File: src/rtl/texture_loader.sv
// Texture loader: fetches the bird, pipe and base images from the SDRAM reader and streams them into the renderer RAMs.
// Define TEXTURE_LOADER_PIPE_TRUNC_EN to fetch only the pipe rows the renderer keeps.
`timescale 1ns/1ps
module texture_loader #(
    parameter int unsigned BIRD_WORDS      = 5250,
    parameter int unsigned PIPE_WORDS      = 40000,
    parameter int unsigned PIPE_KEEP_WORDS = 4000,
    parameter int unsigned BASE_WORDS      = 9600,
    parameter logic [23:0] BIRD_SRC_ADDR   = 24'h000000,
    parameter logic [23:0] PIPE_SRC_ADDR   = 24'h002000,
    parameter logic [23:0] BASE_SRC_ADDR   = 24'h00C000
) (
    input  logic        clk,
    input  logic        rst,
    input  logic        start,
    output logic        seg_req,
    output logic [23:0] seg_addr,
    output logic [15:0] seg_len,
    input  logic        seg_ack,
    input  logic [15:0] src_data,
    input  logic        src_valid,
    output logic        src_ready,
    output logic [15:0] load_data,
    output logic        bird_load_en,
    output logic [12:0] bird_load_addr,
    output logic        pipe_load_en,
    output logic [15:0] pipe_load_addr,
    output logic        base_load_en,
    output logic [13:0] base_load_addr,
    output logic        busy,
    output logic        done,
    output logic        loaded
);

`ifdef TEXTURE_LOADER_PIPE_TRUNC_EN
    localparam bit PIPE_TRUNC = 1'b1;
`else
    localparam bit PIPE_TRUNC = 1'b0;
`endif

    localparam logic [15:0] BIRD_LEN = 16'(BIRD_WORDS);
    localparam logic [15:0] PIPE_LEN = PIPE_TRUNC ? 16'(PIPE_KEEP_WORDS) : 16'(PIPE_WORDS);
    localparam logic [15:0] BASE_LEN = 16'(BASE_WORDS);

    typedef enum logic [2:0] {
        IDLE, REQ_BIRD, XFER_BIRD, REQ_PIPE, XFER_PIPE, REQ_BASE, XFER_BASE, FINISH
    } state_t;

    state_t      state, next_state;
    logic [15:0] count;
    logic [15:0] xfer_len;
    logic        accept;
    logic        last_word;

    // NOTE: sequential state uses non-blocking assignments so every register samples pre-edge values.
    always_ff @(posedge clk or posedge rst) begin
        if (rst) state <= IDLE;
        else     state <= next_state;
    end

    // NOTE: every combinational output gets a default first so no path can infer a latch.
    always_comb begin
        next_state = state;
        unique case (state)
            IDLE:      if (start)     next_state = REQ_BIRD;
            REQ_BIRD:  if (seg_ack)   next_state = XFER_BIRD;
            XFER_BIRD: if (last_word) next_state = REQ_PIPE;
            REQ_PIPE:  if (seg_ack)   next_state = XFER_PIPE;
            XFER_PIPE: if (last_word) next_state = REQ_BASE;
            REQ_BASE:  if (seg_ack)   next_state = XFER_BASE;
            XFER_BASE: if (last_word) next_state = FINISH;
            FINISH:    next_state = IDLE;
        endcase
    end

    always_comb begin
        seg_req   = 1'b0;
        seg_addr  = '0;
        seg_len   = '0;
        src_ready = 1'b0;
        xfer_len  = '0;
        case (state)
            REQ_BIRD:  begin seg_req = 1'b1; seg_addr = BIRD_SRC_ADDR; seg_len = BIRD_LEN; end
            REQ_PIPE:  begin seg_req = 1'b1; seg_addr = PIPE_SRC_ADDR; seg_len = PIPE_LEN; end
            REQ_BASE:  begin seg_req = 1'b1; seg_addr = BASE_SRC_ADDR; seg_len = BASE_LEN; end
            XFER_BIRD: begin src_ready = 1'b1; xfer_len = BIRD_LEN; end
            XFER_PIPE: begin src_ready = 1'b1; xfer_len = PIPE_LEN; end
            XFER_BASE: begin src_ready = 1'b1; xfer_len = BASE_LEN; end
            default:   ;
        endcase
    end

    assign busy      = (state != IDLE);
    assign done      = (state == FINISH);
    assign accept    = src_valid && src_ready;
    assign last_word = accept && (count == xfer_len - 16'd1);

    // Word counter restarts on every segment handshake, so each asset writes from address 0.
    always_ff @(posedge clk or posedge rst) begin
        if (rst)                   count <= '0;
        else if (seg_req && seg_ack) count <= '0;
        else if (accept)           count <= count + 16'd1;
    end

    // One-cycle write stage: the enable of the active asset follows each accepted word.
    always_ff @(posedge clk or posedge rst) begin
        if (rst) begin
            load_data      <= '0;
            bird_load_en   <= 1'b0;
            pipe_load_en   <= 1'b0;
            base_load_en   <= 1'b0;
            bird_load_addr <= '0;
            pipe_load_addr <= '0;
            base_load_addr <= '0;
        end else begin
            bird_load_en <= accept && (state == XFER_BIRD);
            pipe_load_en <= accept && (state == XFER_PIPE);
            base_load_en <= accept && (state == XFER_BASE);
            if (accept) begin
                load_data      <= src_data;
                bird_load_addr <= count[12:0];
                pipe_load_addr <= count;
                base_load_addr <= count[13:0];
            end
        end
    end

    always_ff @(posedge clk or posedge rst) begin
        if (rst)                          loaded <= 1'b0;
        else if (state == IDLE && start)  loaded <= 1'b0;
        else if (state == FINISH)         loaded <= 1'b1;
    end

endmodule
File: config.mk
export PLATFORM = sky130hd
export DESIGN_NAME = texture_loader
export DESIGN_NICKNAME = d
export VERILOG_FILES = /design/src/rtl/texture_loader.sv
export SDC_FILE = /design/constraint.sdc
export NUM_CORES = 1
export LEC_CHECK = 0
export ABC_CLOCK_PERIOD_IN_PS = 4100
export BUFFER_PORTS_ARGS = -buffer_cell sky130_fd_sc_hd__buf_2
export CAP_MARGIN = 20
export CORE_MARGIN = 3
export CORE_UTILIZATION = 52
export CTS_CLUSTER_SIZE = 40
export DETAILED_ROUTE_END_ITERATION = 12
export PLACE_DENSITY = 0.91
export REMOVE_ABC_BUFFERS = 1
export SLEW_MARGIN = 20
export SYNTH_ARGS = -nofsm -noshare
export SYNTH_HDL_FRONTEND = slang
export SYNTH_SLANG_ARGS = --single-unit
File: constraint.sdc
create_clock -name clk -period 4.1 [get_ports clk]
set_clock_uncertainty 0.2 [all_clocks]
set_input_delay 0.41 -clock clk [delete_from_list [all_inputs] [get_ports clk]]
set_output_delay 0.41 -clock clk [all_outputs]
set_load 0.005 [all_outputs]
==> out/metrics.yaml, run 1 <==
ctsRootBufferMaster: "clkbuf_8"
utilization_pct: 58.83
syn_inst: 280
routed_via_density: 5.129
power.internal_mw: 1.160
worstPathMaxFanout: 34
post_cts_buffers: 0
path_cells: "nand2b_1 > nor2_4 > mux2_2"
crit_type: "reg2reg"
ir_drop_mv: 0.3036
drv_slew: 0
seq_area_frac_synth_pct: 45.89
synth_area_per_cell_sq_um: 10.71
cts_buffers: 5
cp-start-kind: "register"
post_cts_resized: 0
die_area_sq_um: 6715
crit_path_top_delay_cell: "nor2_4"
ys_ff_latch: 55
final_cell_area_sq_um: 3259
dp_hpwl_mm: 3.976
cts_max_path_buffers: 2
grt_max_degree: 56
gp_congestion: 0.7759
io_pins: 128
synthMuxAreaShare_pct: 12.68
finalSetupTns_ps: 0
routed_wl_mm: 5.558
crit_required_ps: 4100
layout-area-overhead-vs-synth_pct: 8.678
yosys_warnings: 0
powerDensity_nw_per_um2: 547.5
rsz0062_at_grt: "false"
finalHoldViolCount: 0
vias: 2113
nets: 361
die-height_um: 81.95
synth_top_family_by_area: "buffers and inverters"
final_cell_mix: "99 x buf_2, 55 x dfrtp_1, 32 x mux2_2"
hold_class: "in2async"
synthXorXnorAreaFrac_pct: 1.460
place_area_sq_um: 3167
track_usage_pct: 16.27
min_period_over_period_pct: 59.38
sw_frac_of_total_pct: 34.98
initial_utilization_pct: 54.13
status: "finished, final reports clean"
p_switching_mw: 0.6242
power.share.sequential_pct: 46.7
drive_above_1_share_pct: 43.53
cts_tree: "yes"
fmax_ghz: 0.4107
netlist-cell-type-count: 47
syn_area_sq_um: 2999
place_ws_ps: 1664
finalCriticalPeriod_ps: 2435
antenna_found_initial: 0
p_clk_share_pct: 17.0
die_w_um: 81.95
synth-async-reset-ratio_pct: 100.0
rows: 27
core_area_sq_um: 5540
antenna_cells: 0
synth-adder-area-share_pct: 0.4172
grt_pass1_vias: 1757
power_frac_comb_pct: 36.3
placed_cells: 404
p_leak_nw: 1.707
route.detailed.drc: 0
finalWorstSetupSlack_ps: 1665
synth-simple-area-share_pct: 13.77
synthFlopType: "dfrtp_1"
clock-sinks: 55
cts-hold-fix-buffers: 0
fin_cells: 412
critPathMaxStageDelay_ps: 750
grt_overflow: 0
cap_viol_max_count: 0
final_common_cell: "buf_2"
slew_headroom_pct: 37.29
htree_num_levels: 2
cp.arrival_ps: 2430
clk_latency_ps: 310
dr.pass1.iters: 4
grt_pass1_wl_mm: 8.411
synth_edf_count: 0
drt_iter0_drc: 63
tightestPinTransition_ps: 938.5
wire_per_inst_um: 13.49
synth_compound_area_share_pct: 7.551
end_kind: "register"
path_clk_slew_ps: 100
ant_nets: 0
finalSetupViolations: 0
port_buffers: 99
-- layer usage --
layer,vias to the layer above,wire (um),GRT usage [%]
li1,1003,-,-
met3,5,454,4.167
met5,-,0,0
met4,0,56,4.651
met1,1020,2453,21.63
met2,85,2594,26.25
-- synth_stat cells, types with 2 or more instances --
| cell type | number | area [sq um] |
|---|---|---|
| o31ai_1 | 5 | 37.54 |
| nand2_1 | 9 | 33.78 |
| clkbuf_1 | 3 | 11.26 |
| a21oi_1 | 12 | 60.06 |
| buf_4 | 63 | 473.0 |
| nor4b_1 | 2 | 17.52 |
| nor2b_1 | 3 | 18.77 |
| nor2_1 | 12 | 45.04 |
| nor3_1 | 3 | 15.01 |
| o21a_1 | 2 | 15.01 |
| nand2b_1 | 3 | 18.77 |
| buf_2 | 7 | 35.03 |
| dfrtp_1 | 55 | 1376 |
| o21ai_0 | 9 | 45.04 |
| nor4_1 | 2 | 12.51 |
| nand3_1 | 5 | 25.02 |
| a21boi_0 | 2 | 15.01 |
| or3_1 | 6 | 37.54 |
| inv_1 | 5 | 18.77 |
| nand4_1 | 4 | 25.02 |
| mux2_2 | 32 | 360.4 |
| nor3b_1 | 2 | 15.01 |
| mux2i_1 | 2 | 20.02 |
| xnor2_1 | 4 | 35.03 |
| and3_1 | 3 | 18.77 |
| or4_1 | 4 | 30.03 |
-- metrics by stage --
stage	power (mW)	hold slack, ps
floorplan	1.201	305.5
global placement	1.466	286.5
detailed placement	1.499	290.1
CTS	1.803	111.5
global route	1.929	98.12
finish	1.784	62.46
-- power groups by stage --
stage,logic (mW),clock network [mW],registers (mW)
after detailed placement,0.657,0,0.841
after global placement,0.637,0,0.830
final,0.649,0.303,0.833
after CTS,0.661,0.311,0.831
after floorplan,0.371,0,0.830
after global routing,0.730,0.339,0.860
-- worst max-delay path, delay by kind of cell (launching register included) --
family / cells / cell delay (ps)
DFF: 1 / 590
muxes: 1 / 420
and+or+nand+nor: 2 / 1100
-- cell families (layout without fill, tap and decap cells) --
logic type                 after synthesis  count (layout)
other                                    1              28
AOI/OAI and AO/OA                       36              36
muxes                                   34              34
xor gates and xnor gates                 5               5
buffers and inverters                   79             112
DFF                                     55              55
adders and majority gates                1               1
and+or+nand+nor                         69              69
-- state kept, by name, summed over array words and instances (netlist names) --
signal          cells
loaded              1
base_load_en        1
pipe_load_en        1
count              16
load_data          16
bird_load_addr     12
bird_load_en        1
pipe_load_addr      4
state               3
-- worst paths after layout --
kind | from | endpoint | slack, ps | cells past startpoint
worst max-delay path | state[0]$_DFFE_PP0P_ | load_data[7]$_DFFE_PP0P_ | 1670 | 3
worst min-delay path | rst | count[0]$_DFFE_PP0P_ | 60 | 2
worst max register to register | state[0]$_DFFE_PP0P_ | load_data[7]$_DFFE_PP0P_ | 1670 | 3
worst min register to register | load_data[0]$_DFFE_PP0P_ | load_data[0]$_DFFE_PP0P_ | 310 | 1
max in group asynchronous | rst | pipe_load_addr[15]$_DFFE_PP0P_ | 3100 | 2
min in group clk | src_data[11] | load_data[11]$_DFFE_PP0P_ | 120 | 2
-- final cells by class --
class                   instances  area, sq um
flip-flops and latches         55         1376
clock buffers                   5        68.82
clock inverters                 3        22.52
repair buffers                 99        495.5
multi-input cells             173         1186
fillers                       503         2281
inverters                       5        20.02
well taps                      72        90.09
No activity file was read; power rests on OpenSTA's default activity.
==> inputs of run 2 (changes only) <==
--- a/config.mk
+++ b/config.mk
@@ -5,14 +5,15 @@
 export SDC_FILE = /design/constraint.sdc
 export NUM_CORES = 1
 export LEC_CHECK = 0
-export ABC_CLOCK_PERIOD_IN_PS = 4100
+export ABC_AREA = 1
+export ABC_CLOCK_PERIOD_IN_PS = 2500
 export BUFFER_PORTS_ARGS = -buffer_cell sky130_fd_sc_hd__buf_2
 export CAP_MARGIN = 20
 export CORE_MARGIN = 3
-export CORE_UTILIZATION = 52
+export CORE_UTILIZATION = 48
 export CTS_CLUSTER_SIZE = 40
 export DETAILED_ROUTE_END_ITERATION = 12
-export PLACE_DENSITY = 0.91
+export PLACE_DENSITY = 0.85
 export REMOVE_ABC_BUFFERS = 1
 export SLEW_MARGIN = 20
 export SYNTH_ARGS = -nofsm -noshare
==> constraint.sdc (replaced) <==
create_clock -name clk -period 2.5 [get_ports clk]
set_clock_uncertainty 0.2 [all_clocks]
set_input_delay 0.25 -clock clk [delete_from_list [all_inputs] [get_ports clk]]
set_output_delay 0.25 -clock clk [all_outputs]
set_load 0.005 [all_outputs]
==> run 2 against run 1 <==
Against the previous run:
- die area rose by 11%
- sequential power is 48% higher
- setup slack worse by 1200 ps
- highest routed layer unchanged
- design area grew 9.4%
- first-iteration DRC count grew 130%
- critical path depth up 8
- synthesized cell count is 41% higher
- non-clock buffer count grew 21
- sequential share of layout area shrank 3.6 points
- final cell count increased by 35%
==> out/metrics.yaml, run 2 <==
clock-sinks: 55
ctsRootBufferMaster: "clkbuf_8"
grt_overflow: 0
die_area_sq_um: 7446
nets: 501
crit_type: "reg2reg"
cp-start-kind: "register"
synth_area_per_cell_sq_um: 7.814
routed_wl_mm: 6.868
path_cells: "inv_4 > nand2_4 > nand2_4 > nand2_4 > nor3_4 > nand2_1 > nor2_2 > nand2_1 > nand2_1 > nand2_1 > nor2_1"
dp_hpwl_mm: 5.115
grt_pass1_vias: 2399
io_pins: 128
htree_num_levels: 2
fin_cells: 555
critPathMaxStageDelay_ps: 440
cts-hold-fix-buffers: 17
power.share.sequential_pct: 41.9
post_cts_buffers: 0
cap_viol_max_count: 0
clk_latency_ps: 310
dr.pass1.iters: 4
port_buffers: 99
p_leak_nw: 2.046
ys_ff_latch: 55
reg.largest.list: "count: 16 flops, load_data: 16 flops, bird_load_addr: 12 flops"
synth_top_area_cell: "dfrtp_1"
finalSetupViolations: 0
vias: 2630
sw_frac_of_total_pct: 40.47
grt_pass1_wl_mm: 11.17
hold-path-endpoint: "pipe_load_en$_DFF_PP0_"
antenna_found_initial: 0
final_cell_mix: "122 x nand2_1, 99 x buf_2, 55 x dfrtp_1"
final_common_cell: "nand2_1"
crit_path_top_delay_cell: "dfrtp_1"
antenna_cells: 0
ir_drop_mv: 0.5904
power_frac_comb_pct: 41.2
finalWorstSetupSlack_ps: 439.7
cts_buffers: 5
hold-path-cell-count: 3
route.detailed.drc: 0
rr_worst_depth: 11
utilization_pct: 58.52
powerDensity_nw_per_um2: 821.8
core_area_sq_um: 6096
netlist.area_leader.share_pct: 44.48
layout-area-overhead-vs-synth_pct: 15.29
drt_iter0_drc: 142
die-height_um: 86.29
r2r_slack_ps: 440
finalHoldViolCount: 0
gp_congestion: 0.8948
drv_slew: 0
place_ws_ps: 456.9
path_clk_slew_ps: 100
netlist-cell-type-count: 30
synth-async-reset-ratio_pct: 100.0
min_period_over_period_pct: 82.41
cp.arrival_ps: 2110
yosysMostFrequentCell: "nand2_1"
finalSetupTns_ps: 0
wire_per_inst_um: 12.37
end_kind: "register"
rows: 28
hold_class: "in2reg"
r2r-end: "count[13]$_DFFE_PP0P_"
cts_max_path_buffers: 2
total_power_mw: 2.932
track_usage_pct: 18.78
status: "finished, final reports clean"
ys_top_cells_by_area: "dfrtp_1 44%, buf_4 16%, nand2_1 15%, nor2_1 4.1%, o21ai_0 4.0%"
yosys_warnings: 0
syn_inst: 396
power.internal_mw: 1.745
drive_above_1_share_pct: 26.88
synth_edf_count: 0
cts_tree: "yes"
routed_via_density: 4.739
ant_nets: 0
cp_common_cell: "nand2_1"
grt_max_degree: 32
seq_area_frac_synth_pct: 44.48
p_switching_mw: 1.187
worstHoldStart: "src_valid"
initial_utilization_pct: 50.76
rsz0062_at_grt: "false"
tightestPinTransition_ps: 567.2
slew_headroom_pct: 62.13
placed_cells: 530
synthFlopType: "dfrtp_1"
fill_cells: 566
crit_required_ps: 2550
fmax_ghz: 0.4854
die_w_um: 86.29
post_cts_resized: 0
timing.rr.start: "state[0]$_DFFE_PP0P_"
synth_common_cells: "122 x nand2_1, 64 x buf_4, 55 x dfrtp_1"
p_clk_share_pct: 17.0
worstPathMaxFanout: 31
finalCriticalPeriod_ps: 2060
syn_area_sq_um: 3094
-- run 2: cell count changes in the layout (fill, tap and decap cells not counted), sizes merged, moves of 5 or more --
| cell | change |
|---|---|
| nand2 | +117 |
| mux2 | -32 |
| inv | +30 |
| nor2 | +26 |
| dlygate4sd3 | +17 |
| o21ai | +17 |
| nand3 | +12 |
| or3 | -7 |
| or4 | -5 |
-- run 2: per-stage QoR --
stage / hold slack (ps) / instance area (sq um)
2_1_floorplan: 159.6 / 2686
3_3_place_gp: 124.0 / 3306
3_5_place_dp: 134.8 / 3306
4_1_cts: 19.14 / 3567
5_1_grt: 26.45 / 3567
6_report: 26.28 / 3567
-- run 2: area by class of cell --
| cell class | instances | area (sq um) | share of cell area [%] |
|---|---|---|---|
| flip-flops and latches | 55 | 1376 | 38.58 |
| multi-input cells | 263 | 1180 | 33.08 |
| repair buffers | 120 | 695.7 | 19.50 |
| inverters | 34 | 130.1 | 3.648 |
| well taps | 75 | 93.84 | 2.631 |
| clock buffers | 5 | 68.82 | 1.929 |
| clock inverters | 3 | 22.52 | 0.6314 |
-- run 2: worst max-delay path by stage --
| stage | startpoint | to | slack (ps) | cells after the start |
|---|---|---|---|---|
| after floorplan | state[0]$_DFFE_PP0P_ | count[15]$_DFFE_PP0P_ | 340 | 10 |
| after global placement | state[1]$_DFFE_PP0P_ | count[11]$_DFFE_PP0P_ | 550 | 6 |
| after detailed placement | state[0]$_DFFE_PP0P_ | count[15]$_DFFE_PP0P_ | 460 | 10 |
| after CTS | state[0]$_DFFE_PP0P_ | count[15]$_DFFE_PP0P_ | 440 | 10 |
| after global routing | state[0]$_DFFE_PP0P_ | count[13]$_DFFE_PP0P_ | 260 | 11 |
| final | state[0]$_DFFE_PP0P_ | count[13]$_DFFE_PP0P_ | 440 | 11 |
-- run 2: metal layers --
metal | vias up | GRT usage (%) | part of all wire (%)
li1 | 1319 | - | -
met1 | 1215 | 23.31 | 41
met2 | 93 | 33.71 | 51
met3 | 3 | 4.183 | 7.4
met4 | 0 | 3.683 | 0.48
met5 | - | 0 | 0
-- run 2: power groups by stage --
stage	logic [mW]	registers [mW]	clock network, mW
6_report	1.21	1.23	0.497
5_1_grt	1.38	1.26	0.552
4_1_cts	1.22	1.23	0.512
3_5_place_dp	1.20	1.24	0
3_3_place_gp	1.17	1.24	0
2_1_floorplan	0.671	1.25	0
-- run 2: worst max-delay path: cells and delay by family (launching register included) --
kind	cells	cell delay (ps)
flip-flops	1	440
buffers and inverters	1	150
AND/OR/NAND/NOR	10	1190
-- run 2: cell families (layout without fill, tap and decap cells) --
kind of cell | after synthesis | count (layout) | synth area share [%]
AND/OR/NAND/NOR | 193 | 193 | 27.21
buffers and inverters | 105 | 162 | 20.66
flip-flops | 55 | 55 | 44.48
AO/OA/AOI/OAI | 40 | 40 | 6.834
adder cells (fa/ha/maj) | 1 | 1 | 0.4043
other | 1 | 28 | 0.1212
XOR/XNOR | 1 | 1 | 0.2831
==> inputs of run 3 (changes only) <==
--- a/config.mk
+++ b/config.mk
@@ -6,14 +6,14 @@
 export NUM_CORES = 1
 export LEC_CHECK = 0
 export ABC_AREA = 1
-export ABC_CLOCK_PERIOD_IN_PS = 2500
+export ABC_CLOCK_PERIOD_IN_PS = 1700
 export BUFFER_PORTS_ARGS = -buffer_cell sky130_fd_sc_hd__buf_2
 export CAP_MARGIN = 20
 export CORE_MARGIN = 3
-export CORE_UTILIZATION = 48
+export CORE_UTILIZATION = 44
 export CTS_CLUSTER_SIZE = 40
 export DETAILED_ROUTE_END_ITERATION = 12
-export PLACE_DENSITY = 0.85
+export PLACE_DENSITY = 0.82
 export REMOVE_ABC_BUFFERS = 1
 export SLEW_MARGIN = 20
 export SYNTH_ARGS = -nofsm -noshare
==> constraint.sdc (replaced) <==
create_clock -name clk -period 1.7 [get_ports clk]
set_clock_uncertainty 0.2 [all_clocks]
set_input_delay 0.17 -clock clk [delete_from_list [all_inputs] [get_ports clk]]
set_output_delay 0.17 -clock clk [all_outputs]
set_load 0.005 [all_outputs]
==> run 3 against run 2 <==
Against the previous run:
- the run now ends with setup timing left
- critical path type unchanged
- wire length is 25% higher
- register-to-register slack worse by 670 ps
- fmax is 6.7% higher
- highest routed layer unchanged
- global-route usage is 0.51 points higher
- sequential share of layout area is 5.7 points lower
- sequential cell count stayed put
==> out/metrics.yaml, run 3 (synthesized netlist as in run 2, its figures left out) <==
io_pins: 128
grt_max_degree: 56
p_clk_share_pct: 14.8
fmax_ghz: 0.5179
routed_via_density: 4.778
cts_tree: "yes"
sw_frac_of_total_pct: 39.97
placed_cells: 578
rsz0062_at_grt: "true"
die_w_um: 89.86
place_area_sq_um: 3578
wire_per_inst_um: 13.75
antenna_cells: 0
final_cell_area_sq_um: 4194
clock-sinks: 55
cp-start-kind: "register"
route.detailed.drc: 0
violations: "setup timing"
power.internal_mw: 3.257
initial_utilization_pct: 47.11
finalSetupViolations: 15
gp_congestion: 0.9045
antenna_found_initial: 0
place_ws_ps: -167.2
port_buffers: 99
drt_iter0_drc: 242
vias: 2977
routed_wl_mm: 8.565
core_area_sq_um: 6568
finalCriticalPeriod_ps: 1931
power_frac_comb_pct: 51.8
rows: 29
r2r_slack_ps: -230
nets: 551
drive_above_1_share_pct: 38.87
hold_class: "in2async"
cts_max_path_buffers: 2
r2r-end: "state[1]$_DFFE_PP0P_"
p_switching_mw: 2.169
ir_drop_mv: 0.9669
final_common_cell: "nand2_1"
cts_buffers: 5
grt_pass1_wl_mm: 12.99
htree_num_levels: 2
dr.pass1.iters: 5
finalHoldViolCount: 0
layout-area-overhead-vs-synth_pct: 35.54
finalWorstSetupSlack_ps: -230.7
cap_viol_max_count: 0
clk_latency_ps: 320
drv_slew: 0
worstPathMaxFanout: 7
crit_type: "reg2reg"
fin_cells: 623
p_leak_nw: 2.342
ant_nets: 0
min_period_over_period_pct: 113.6
status: "finished, violations left"
die-height_um: 89.86
grt_pass1_vias: 2792
end_kind: "register"
cp.arrival_ps: 1940
timing.rr.start: "state[1]$_DFFE_PP0P_"
dp_hpwl_mm: 5.379
crit_required_ps: 1710
powerDensity_nw_per_um2: 1294
grt_overflow: 0
rr_worst_depth: 11
fill_cells: 507
ctsRootBufferMaster: "clkbuf_8"
final_cell_mix: "113 x nand2_1, 98 x buf_2, 53 x dfrtp_1"
track_usage_pct: 19.29
finalSetupTns_ps: -1358
reg.largest.list: "count: 16 flops, load_data: 16 flops, bird_load_addr: 12 flops"
path_clk_slew_ps: 110
power.share.sequential_pct: 33.4
die_area_sq_um: 8075
run 3: changes by cell type in the layout (fill, tap and decap cells not counted), sizes merged:
cell / change
clkbuf: +1
dlygate4sd3: +3
inv: -1
buf: +47
run 3: power groups by stage:
stage	sequential [mW]	clock [mW]	combinational, mW
finish	1.81	0.803	2.81
global route	1.84	0.860	3.04
CTS	1.80	0.830	2.45
detailed placement	1.81	0	2.17
global placement	1.80	0	2.12
floorplan	1.84	0	0.987
run 3: per-stage QoR:
stage	hold slack, ps	total power [mW]	utilization [%]
after floorplan	79.62	2.829	-
after global placement	41.43	3.916	54.49
after detailed placement	65.68	3.983	54.49
after CTS	260.2	5.080	61.35
after global routing	281.9	5.745	63.86
final	249.1	5.425	63.86
run 3: worst max-delay path by stage:
stage	cells after the start	endpoint	slack, ps	startpoint
CTS	13	state[1]$_DFFE_PP0P_	-80	state[0]$_DFFE_PP0P_
global placement	12	state[1]$_DFFE_PP0P_	-70	state[1]$_DFFE_PP0P_
detailed placement	12	state[1]$_DFFE_PP0P_	-170	state[1]$_DFFE_PP0P_
global route	11	state[1]$_DFFE_PP0P_	-290	state[1]$_DFFE_PP0P_
finish	11	state[1]$_DFFE_PP0P_	-230	state[1]$_DFFE_PP0P_
floorplan	10	count[15]$_DFFE_PP0P_	-460	state[0]$_DFFE_PP0P_
run 3: critical path, stage by stage, from the launching register on:
cell	delay [ps]
dfrtp_2	520
inv_1	120
nor2_2	140
nor2_1	80
nor2_1	160
nand2_1	90
nor2_1	120
nand3_1	90
nand2_2	110
nand2_2	60
nand2_1	60
nand2_1	60
run 3: final cells by class:
cell class                      instances  area [sq um]  area share (%)
Tap cell                               93         116.4           2.774
Timing Repair Buffer                  170          1155           27.54
Multi-Input combinational cell        263          1309           31.21
Inverter                               34         132.6           3.162
Clock inverter                          2         20.02          0.4773
Clock buffer                            6         82.58           1.969
Sequential cell                        55          1379           32.88
run 3: timing repair:
item | CTS | global route
gates resized for setup | 21 | 38
setup endpoints to repair | 19 | 49
setup buffers | 10 | 7
hold buffers | 20 | 0
pin swaps | 9 | 15
hold endpoints to repair | 76 | 0
run 3: layer usage:
layer / vias up / part of all wire [%] / track usage (%)
met4: 0 / 2.6 / 7.015
met5: - / 0 / 0
li1: 1411 / - / -
met3: 30 / 7.6 / 3.923
met1: 1374 / 39 / 22.62
met2: 162 / 50 / 34.84
